$ cat src/rtl/key_debounce_repeat.sv
// Per-key synchroniser, debouncer and press/release strobe generator with optional auto-repeat.
// Optional feature macro: KEY_AUTO_REPEAT_EN (builds the repeat FSM; otherwise KEY_PULSE == KEY_PRESS).
module key_debounce_repeat #(
  parameter int N_KEYS       = 5,
  parameter int DEBOUNCE_CYC = 20000,
  parameter int HOLD_CYC     = 500000,
  parameter int REPEAT_CYC   = 100000
) (
  input  logic              CLK,
  input  logic              RESETN,
  input  logic [N_KEYS-1:0] KEY,
  output logic [N_KEYS-1:0] KEY_LEVEL,
  output logic [N_KEYS-1:0] KEY_PRESS,
  output logic [N_KEYS-1:0] KEY_RELEASE,
  output logic [N_KEYS-1:0] KEY_PULSE
);

  localparam int DW = $clog2(DEBOUNCE_CYC);

  logic [N_KEYS-1:0] s1_q, s2_q;
  logic [N_KEYS-1:0] level_q, press_q, release_q, pulse_q;
  logic [DW-1:0]     cnt_q [N_KEYS];
  logic [N_KEYS-1:0] accept_d, press_d, release_d;

  // A level change is accepted on the edge where the counter has seen DEBOUNCE_CYC stable samples.
  always_comb begin
    accept_d  = '0;
    press_d   = '0;
    release_d = '0;
    for (int i = 0; i < N_KEYS; i++) begin
      accept_d[i]  = (s2_q[i] != level_q[i]) && (cnt_q[i] == DW'(DEBOUNCE_CYC - 1));
      press_d[i]   = accept_d[i] & s2_q[i];
      release_d[i] = accept_d[i] & ~s2_q[i];
    end
  end

  always_ff @(posedge CLK) begin
    if (!RESETN) begin
      s1_q      <= '0;
      s2_q      <= '0;
      level_q   <= '0;
      press_q   <= '0;
      release_q <= '0;
      for (int i = 0; i < N_KEYS; i++) cnt_q[i] <= '0;
    end else begin
      s1_q      <= KEY;
      s2_q      <= s1_q;
      press_q   <= press_d;
      release_q <= release_d;
      for (int i = 0; i < N_KEYS; i++) begin
        if (s2_q[i] == level_q[i]) begin
          cnt_q[i] <= '0;
        end else if (accept_d[i]) begin
          level_q[i] <= s2_q[i];
          cnt_q[i]   <= '0;
        end else begin
          cnt_q[i] <= cnt_q[i] + DW'(1);
        end
      end
    end
  end

`ifdef KEY_AUTO_REPEAT_EN
  localparam int RMAX = (HOLD_CYC > REPEAT_CYC) ? HOLD_CYC : REPEAT_CYC;
  localparam int RW   = $clog2(RMAX);

  typedef enum logic [1:0] {
    ST_IDLE   = 2'd0,
    ST_HELD   = 2'd1,
    ST_REPEAT = 2'd2
  } rep_state_e;

  rep_state_e    state_q [N_KEYS];
  logic [RW-1:0] rcnt_q  [N_KEYS];

  // Release wins over a repeat pulse landing on the same edge.
  always_ff @(posedge CLK) begin
    if (!RESETN) begin
      pulse_q <= '0;
      for (int i = 0; i < N_KEYS; i++) begin
        state_q[i] <= ST_IDLE;
        rcnt_q[i]  <= '0;
      end
    end else begin
      for (int i = 0; i < N_KEYS; i++) begin
        pulse_q[i] <= press_d[i];
        if (release_d[i]) begin
          state_q[i] <= ST_IDLE;
          rcnt_q[i]  <= '0;
        end else begin
          case (state_q[i])
            ST_IDLE: begin
              if (press_d[i]) begin
                state_q[i] <= ST_HELD;
                rcnt_q[i]  <= '0;
              end
            end
            ST_HELD: begin
              if (rcnt_q[i] == RW'(HOLD_CYC - 1)) begin
                pulse_q[i] <= 1'b1;
                rcnt_q[i]  <= '0;
                state_q[i] <= ST_REPEAT;
              end else begin
                rcnt_q[i] <= rcnt_q[i] + RW'(1);
              end
            end
            ST_REPEAT: begin
              if (rcnt_q[i] == RW'(REPEAT_CYC - 1)) begin
                pulse_q[i] <= 1'b1;
                rcnt_q[i]  <= '0;
              end else begin
                rcnt_q[i] <= rcnt_q[i] + RW'(1);
              end
            end
            default: begin
              state_q[i] <= ST_IDLE;
              rcnt_q[i]  <= '0;
            end
          endcase
        end
      end
    end
  end
`else
  always_ff @(posedge CLK) begin
    if (!RESETN) pulse_q <= '0;
    else         pulse_q <= press_d;
  end
`endif

  assign KEY_LEVEL   = level_q;
  assign KEY_PRESS   = press_q;
  assign KEY_RELEASE = release_q;
  assign KEY_PULSE   = pulse_q;

endmodule

$ cat config.mk
export PLATFORM = sky130hd
export DESIGN_NAME = key_debounce_repeat
export DESIGN_NICKNAME = d
export VERILOG_FILES = /design/src/rtl/key_debounce_repeat.sv
export SDC_FILE = /design/constraint.sdc
export NUM_CORES = 1
export LEC_CHECK = 0
export BUFFER_PORTS_ARGS = -buffer_cell sky130_fd_sc_hd__buf_2
export CORE_UTILIZATION = 35
export DETAILED_ROUTE_END_ITERATION = 8
export PLACE_DENSITY_LB_ADDON = 0.2
export REMOVE_ABC_BUFFERS = 1
export SLEW_MARGIN = 15
export SYNTH_ARGS = -nofsm -noshare
export SYNTH_HDL_FRONTEND = slang
export SYNTH_SLANG_ARGS = --single-unit
export TNS_END_PERCENT = 30
$ cat constraint.sdc
create_clock -name CLK -period 2.9 [get_ports CLK]
set_clock_uncertainty 0.15 [all_clocks]
set_input_delay 0.58 -clock CLK [delete_from_list [all_inputs] [get_ports CLK]]
set_output_delay 0.58 -clock CLK [all_outputs]
set_load 0.05 [all_outputs]
-- Yosys cells after proc, flatten, opt, wreduce, memory -nomap -nowiden
Memories as Yosys holds them, arrays and structs flattened.
Cells that the tools add are included.
- memory bits (writable): 75
- output and inout bits: 20
- flip-flop bits (word level): 25
- memories: 1
- input bits: 7
- mux-type cells: 71
- reduce and logical (&&, ||, !) cells: 10
- add/sub/neg operators: 5
- equality and inequality tests: 15
- bitwise logic cells: 35
- memory list (memory ; words ; bits a word ; rd ports ; clocked after memory_dff ; write ports ; RTL line ; RTL):
    cnt_q ; 5 ; 15 ; 5 ; 0 ; 5 ; 22 ; logic [DW-1:0] cnt_q [N_KEYS];
- operators by type and width (cell ; number):
    $mux 15 ; 15
    $add 15x1->15 const B ; 5
    $eq 15x15->1 const B ; 5
    $mux 1 ; 56
    $or 1x1->1 ; 15
    $and 1x1->1 ; 10
    $not 1->1 ; 10
    $reduce_and 2->1 ; 5
    $eq 1x1->1 ; 5
    $logic_and 1x1->1 ; 5
    $ne 1x1->1 ; 5

-- Depth between registers and ports, before layout
Gate-level depths: netlist of run 1.
- word-level depth: 8
- mapped depth: 7
- gate-level depth less buffers: 5

-- Worst setup path after synthesis of run 1
No wires, ideal clock.
- path kind: reg-to-reg
- start: mem cnt_q[2][7] (netlist name)
- end: mem cnt_q[2][7] (netlist name), data pin
- required time: 2496 ps
- cell stages (with the launch flop): 6
- path slack: 868 ps
- library setup time: 254 ps
- buffers on the path: 1
- arrival: 1628 ps
- path through: edfxtp_1 or4b_4 nor4_4 or2_4 buf_12 nor2_1
- RTL lines (item ; RTL line):
    start, declared ; 22

==> results of run 1 <==
worst max-delay path by stage:
stage | cells after the start | endpoint | slack [ns]
2_1_floorplan | 4 | cnt_q[2][10] | 0.91
3_3_place_gp | 4 | cnt_q[2][11] | 0.75
3_5_place_dp | 5 | cnt_q[3][3] | 0.69
4_1_cts | 5 | cnt_q[3][3] | 0.69
5_1_grt | 5 | cnt_q[1][3] | 0.51
6_report | 5 | cnt_q[3][3] | 0.69
power groups by stage:
stage / Sequential, mW / Combinational (mW) / Clock, mW
final: 1.64 / 0.114 / 1.28
after global routing: 1.65 / 0.133 / 1.38
after CTS: 1.64 / 0.113 / 1.33
after detailed placement: 1.67 / 0.112 / 0
after global placement: 1.67 / 0.112 / 0
after floorplan: 1.66 / 0.0880 / 0
cell families after synthesis:
logic type	Yosys count	synth area share (%)
mux	5	1.021
flops	100	56.18
compound gates	6	0.6639
xor+xnor	67	11.98
simple gates	234	25.23
other cells	1	0.07654
fa+ha+maj	5	1.277
buf+inv	36	3.575
cell type report:
| class | instances | area share, % |
|---|---|---|
| flip-flops and latches | 100 | 47.90 |
| multi-input cells | 392 | 39.15 |
| clock buffers | 12 | 4.659 |
| well taps | 176 | 3.832 |
| repair buffers | 27 | 2.395 |
| inverters | 17 | 1.110 |
| clock inverters | 4 | 0.9580 |
cell usage in the layout, fill, tap and decap left out, drive strengths merged:
cell type | synthesis | routed
o21ai | 2 | 2
buf | 10 | 27
nor2 | 81 | 81
a21oi | 3 | 3
nor4 | 9 | 9
bufinv | 0 | 1
edfxtp | 75 | 75
nor3 | 18 | 18
or4 | 1 | 1
nand4 | 27 | 27
nand3 | 31 | 31
conb | 1 | 75
clkinv | 0 | 1
and4 | 11 | 11
or2 | 3 | 3
xor2 | 34 | 34
nand2 | 20 | 20
and2 | 12 | 12
dfxtp | 25 | 25
ha | 5 | 5
nor4b | 6 | 6
and3 | 4 | 4
inv | 17 | 18
nor3b | 6 | 6
xnor2 | 33 | 33
or4b | 1 | 1
clkinvlp | 0 | 1
or3 | 4 | 4
clkbuf | 9 | 12
o31ai | 1 | 1
mux2i | 5 | 5
registers in the layout (all words and copies together), names as in the netlist:
register / flops
cnt_q: 75
KEY_LEVEL: 5
s1_q: 5
KEY_RELEASE: 5
KEY_PULSE: 5
s2_q: 5
per-layer routing:
metal | GRT usage, % | routed length [um]
met1 | 16.12 | 4122
met2 | 20.29 | 3728
met3 | 4.481 | 380
met4 | 5.170 | 140
met5 | 0 | 0
per-stage QoR:
| step | hold slack, ns | std cells | cell area (um^2) |
|---|---|---|---|
| floorplan | 0.2618 | 509 | 5066 |
| global placement | 0.2654 | 712 | 5424 |
| detailed placement | 0.2690 | 712 | 5424 |
| global route | 0.2961 | 728 | 5747 |
| CTS | 0.2715 | 728 | 5747 |
| finish | 0.2809 | 728 | 5747 |
==> flow_summary_export.csv, run 1 <==
group,metric,value,unit
layout,seqCellArea,2753,um^2
power_and_ir_drop,sw_frac_of_total,21.40,%
drt,drt_iter0_markers,148,
drt,vias_per_cell,4.482,
setup_path,path_buf_inv,0,
timing,fin_crit,2.207,ns
power_and_ir_drop,p_per_area,527.8,nW/um^2
setup_path,worstReg2RegEnd,"cnt_q[3][3]",
layout,fillCellCount,1333,
die,start_util,36.42,%
layout,fin_nets,559,
worst_hold_path,whs_path_depth,1,
synthesis,syn-cell-area,4900,um^2
setup_path,critPathArrivalTime,2.12,ns
timing,finalSetupViolCount,0,
layout,antenna_cells,0,
setup_path,regToRegSetupSlack,0.69,ns
synthesis,synthCells,454,
power_and_ir_drop,p_switching,0.6490,mW
setup_path,critPathCaptureType,"register",
grt,grt_pass1_vias,3115,
timing,rsz0062_at_grt,"false",
grt,antenna_found_initial,0,
worst_hold_path,min_path_type,"reg -> reg",
setup_path,startpoint,"cnt_q[3][0]",
setup_path,cp_cell_sequence,"ha_1 -> and4_1 -> nand4_1 -> nand3_1 -> nor2_1",
power_and_ir_drop,intPower,2.384,mW
synthesis,ys_ff_latch,100,
setup_path,criticalPathCategory,"reg -> reg",
power_and_ir_drop,p_clk_share,42.1,%
grt,track_usage,12.89,%
setup_path,cpMaxStageDelayCell,"nand3_1",
die,rows,42,
clocking,clock_path_buffers,2,
power_and_ir_drop,pwr-share-comb,3.8,%
grt,grt_pass1_wl,14500,um
timing,fmax,453.2,MHz
power_and_ir_drop,p_leak,2.120,nW
timing,setup_slack,0.6934,ns
status,status,"finished clean",
clocking,clk_latency,0.35,ns
layout,final_core_util,42.72,%
power_and_ir_drop,p_total,3.033,mW
die,io_pins,27,
timing,maxSlewHeadroom,60.27,%
placement,place_ws,0.6905,ns
setup_path,cp-start-kind,"register",
clocking,cts_tree,"built",
die,fp.dieH,120.3,um
synthesis,synth_warnings,0,
clocking,clk_pin_slew,0.07,ns
synthesis,synthMostInstantiatedCell,"nor2_1",
placement,dp_hpwl,5953,um
clocking,numClockSinks,100,
setup_path,reg2regPathDepth,5,
clocking,numCtsBuffers,9,
die,die_area,14480,um^2
setup_path,r2r_start,"cnt_q[3][0]",
die,core,13450,um^2
clocking,post_cts_buffers,0,
layout,area_growth,17.29,%
synthesis,synth-async-reset-ratio,0,%
drt,ant_nets,0,
placement,gp_congestion,0.7686,
synthesis,synth_area_leaders,"edfxtp_1 46%, dfxtp_1 10%, xor2_1 6.1%, nor2_1 5.9%, xnor2_1 5.9%",
setup_path,crit_path_max_incr_delay,0.51,ns
worst_hold_path,hp-start,"s1_q[3]",
drt,wirelength,8372,um
drt,first_pass_iters,4,
worst_hold_path,min_to,"s2_q[3]",
synthesis,synth_largest_area_cell,"edfxtp_1",
setup_path,cp_max_fo,15,
layout,multi_input_area,2250,um^2
setup_path,cp.required,2.82,ns
synthesis,synthFlopType,"edfxtp_1",
drt,drc,0,
timing,tns,0,ns
setup_path,path_delay_family,"simple AND/OR/NAND/NOR gates",
power_and_ir_drop,ir_drop,260.7,uV
synthesis,synth_edf_count,75,
timing,fin_crit_sh,76.09,%
clocking,postCtsHoldBufs,0,
synthesis,synth-seq-area-share,56.18,%
layout,drive_gt1_share,9.239,%
clocking,cts_resized,0,
clocking,htree_num_levels,3,
timing,final_max_slew_viol_count,0,
clocking,cts_root_buffer,"clkbuf_16",
synthesis,yosys-top-cells-count,"77 x nor2_1, 75 x edfxtp_1, 34 x xor2_1",
synthesis,synth_top_area_share,45.97,%
synthesis,syn_area_per_cell,10.79,um^2
synthesis,synthDistinctLibCells,33,
grt,grt_max_degree,22,
die,die_w,120.3,um
timing,finalHoldViolations,0,
grt,grt_overflow,0,
placement,port_buffers,26,
drt,wl_per_cell,11.50,um
power_and_ir_drop,p_seq_share,54.2,%
drt,via_count,3263,
timing,worstMarginPinSlew,0.5942,ns
job,drv_cap,0,
(Power assumes the default switching activity.)
==> run 2: changes to the inputs <==
- clock period: 2.9 -> 2.1 ns (I/O delays scaled with it)
==> run 2 against run 1 <==
Hold slack worse by 0.14 ns. Cell area up 1.9%. Count of clock-buffer cells in the layout up 3. Register-to-register slack worse by 0.61 ns. Routed wire length down 0.11%. Worst setup slack worse by 0.61 ns. Sequential power up 38%. Die area unchanged. Non-clock buffer count up 17. Highest routed layer unchanged. Combinational power up 54%.
==> flow_summary_export.csv, run 2 (synthesized netlist as in run 1, its figures left out) <==
group,metric,value,unit
layout,drive_gt1_share,11.60,%
timing,fin_crit,2.014,ns
timing,finalSetupViolCount,0,
clocking,clock_path_buffers,2,
setup_path,cp_max_fo,13,
setup_path,criticalPathCategory,"reg -> reg",
clocking,htree_num_levels,3,
drt,drt_iter0_markers,143,
grt,grt_pass1_vias,3199,
drt,drc,0,
worst_hold_path,min_path_type,"in -> reg",
die,core,13450,um^2
layout,final_common_cell,"nor2_1",
grt,grt_overflow,0,
placement,port_buffers,26,
setup_path,critPathCaptureType,"register",
setup_path,r2r_start,"cnt_q[2][7]",
die,rows,42,
power_and_ir_drop,p_total,4.055,mW
grt,grt_max_degree,17,
timing,rsz0062_at_grt,"false",
layout,largest-register,"cnt_q",
setup_path,crit_path_max_incr_delay,0.57,ns
power_and_ir_drop,p_per_area,692.1,nW/um^2
layout,final_core_util,43.55,%
power_and_ir_drop,ir_drop,418.2,uV
layout,mostFrequentLayoutCells,"77 x nor2_1, 75 x edfxtp_1, 75 x conb_1",
clocking,cts_root_buffer,"clkbuf_16",
power_and_ir_drop,p_seq_share,55.9,%
setup_path,regToRegSetupSlack,0.09,ns
timing,fmax,496.5,MHz
clocking,cts_tree,"built",
drt,wl_per_cell,11.23,um
clocking,post_cts_buffers,0,
power_and_ir_drop,pwr-share-comb,4.3,%
layout,final_cell_area,5858,um^2
die,start_util,36.42,%
setup_path,cp_cell_sequence,"or4b_4 -> nor4_4 -> or2_4 -> nor2_1",
grt,antenna_found_initial,0,
layout,area_growth,19.56,%
worst_hold_path,min_to,"s1_q[2]",
drt,first_pass_iters,4,
timing,setup_slack,0.08574,ns
setup_path,worstReg2RegEnd,"cnt_q[2][3]",
timing,tns,0,ns
setup_path,cp.required,2.04,ns
power_and_ir_drop,p_leak,2.197,nW
worst_hold_path,hp-start,"KEY[2]",
power_and_ir_drop,sw_frac_of_total,20.81,%
job,drv_cap,0,
timing,fin_crit_sh,95.92,%
grt,grt_pass1_wl,14400,um
layout,largest_reg_flops,75,
placement,dp_hpwl,6168,um
clocking,numCtsBuffers,9,
die,io_pins,27,
power_and_ir_drop,p_switching,0.8438,mW
layout,final_cells,745,
setup_path,cp-start-kind,"register",
setup_path,cpMaxStageDelayCell,"or4b_4",
worst_hold_path,whs_path_depth,2,
clocking,clk_latency,0.34,ns
drt,via_count,3379,
drt,top_layer_used,"met4",
placement,placed_area,5564,um^2
clocking,postCtsHoldBufs,0,
drt,wirelength,8363,um
timing,finalHoldViolations,0,
layout,antenna_cells,0,
placement,gp_congestion,0.7911,
die,die_w,120.3,um
drt,routedLengthMet1,3859,um
drt,met3_length,318,um
drt,ant_nets,0,
power_and_ir_drop,intPower,3.211,mW
drt,vias_per_cell,4.536,
timing,hold_slack,0.1372,ns
timing,final_max_slew_viol_count,0,
clocking,numClockSinks,100,
placement,dp_cells,729,
setup_path,reg2regPathDepth,4,
power_and_ir_drop,p_clk_share,39.8,%
die,die_area,14480,um^2
grt,track_usage,12.61,%
status,status,"finished clean",
clocking,cts_resized,0,
clocking,clk_pin_slew,0.06,ns
setup_path,critPathArrivalTime,1.96,ns
placement,place_ws,0.07805,ns
drt,wl_met2,4034,um
layout,fin_nets,576,
die,fp.dieH,120.3,um
-- run 2: worst max-delay path by stage --
| stage | endpoint | cells past startpoint | from | slack, ns |
|---|---|---|---|---|
| after floorplan | cnt_q[2][10] | 4 | cnt_q[2][7] | 0.11 |
| after global placement | cnt_q[2][11] | 4 | cnt_q[2][7] | 0.12 |
| after detailed placement | cnt_q[2][14] | 4 | cnt_q[2][7] | 0.08 |
| after CTS | cnt_q[2][14] | 4 | cnt_q[2][7] | 0.07 |
| after global routing | cnt_q[2][13] | 4 | cnt_q[2][7] | 0.005 |
| final | cnt_q[2][3] | 4 | cnt_q[2][7] | 0.09 |
-- run 2: layer usage --
metal  vias to the layer above  global-route usage [%]
li1                       1750                       -
met1                      1586                   14.36
met2                        30                   21.55
met3                        13                   4.340
met4                         0                   5.093
met5                         -                       0
-- run 2: area by class of cell --
class | count | area [um^2]
repair buffers | 44 | 277.8
inverters | 17 | 63.81
multi-input cells | 392 | 2250
fillers | 1331 | 7595
flip-flops and latches | 100 | 2753
well taps | 176 | 220.2
clock buffers | 15 | 289.0
clock inverters | 1 | 5.005
-- run 2: critical path: cells and delay by family (launching register included) --
kind | cells | cell delay, ns
DFF | 1 | 0.38
and+or+nand+nor | 4 | 1.23
-- run 2: power by group through the flow --
| stage | combinational (mW) | sequential (mW) | clock [mW] |
|---|---|---|---|
| after floorplan | 0.121 | 2.29 | 0 |
| after global placement | 0.173 | 2.31 | 0 |
| after detailed placement | 0.174 | 2.31 | 0 |
| after CTS | 0.175 | 2.27 | 1.68 |
| after global routing | 0.206 | 2.28 | 1.75 |
| final | 0.176 | 2.27 | 1.61 |
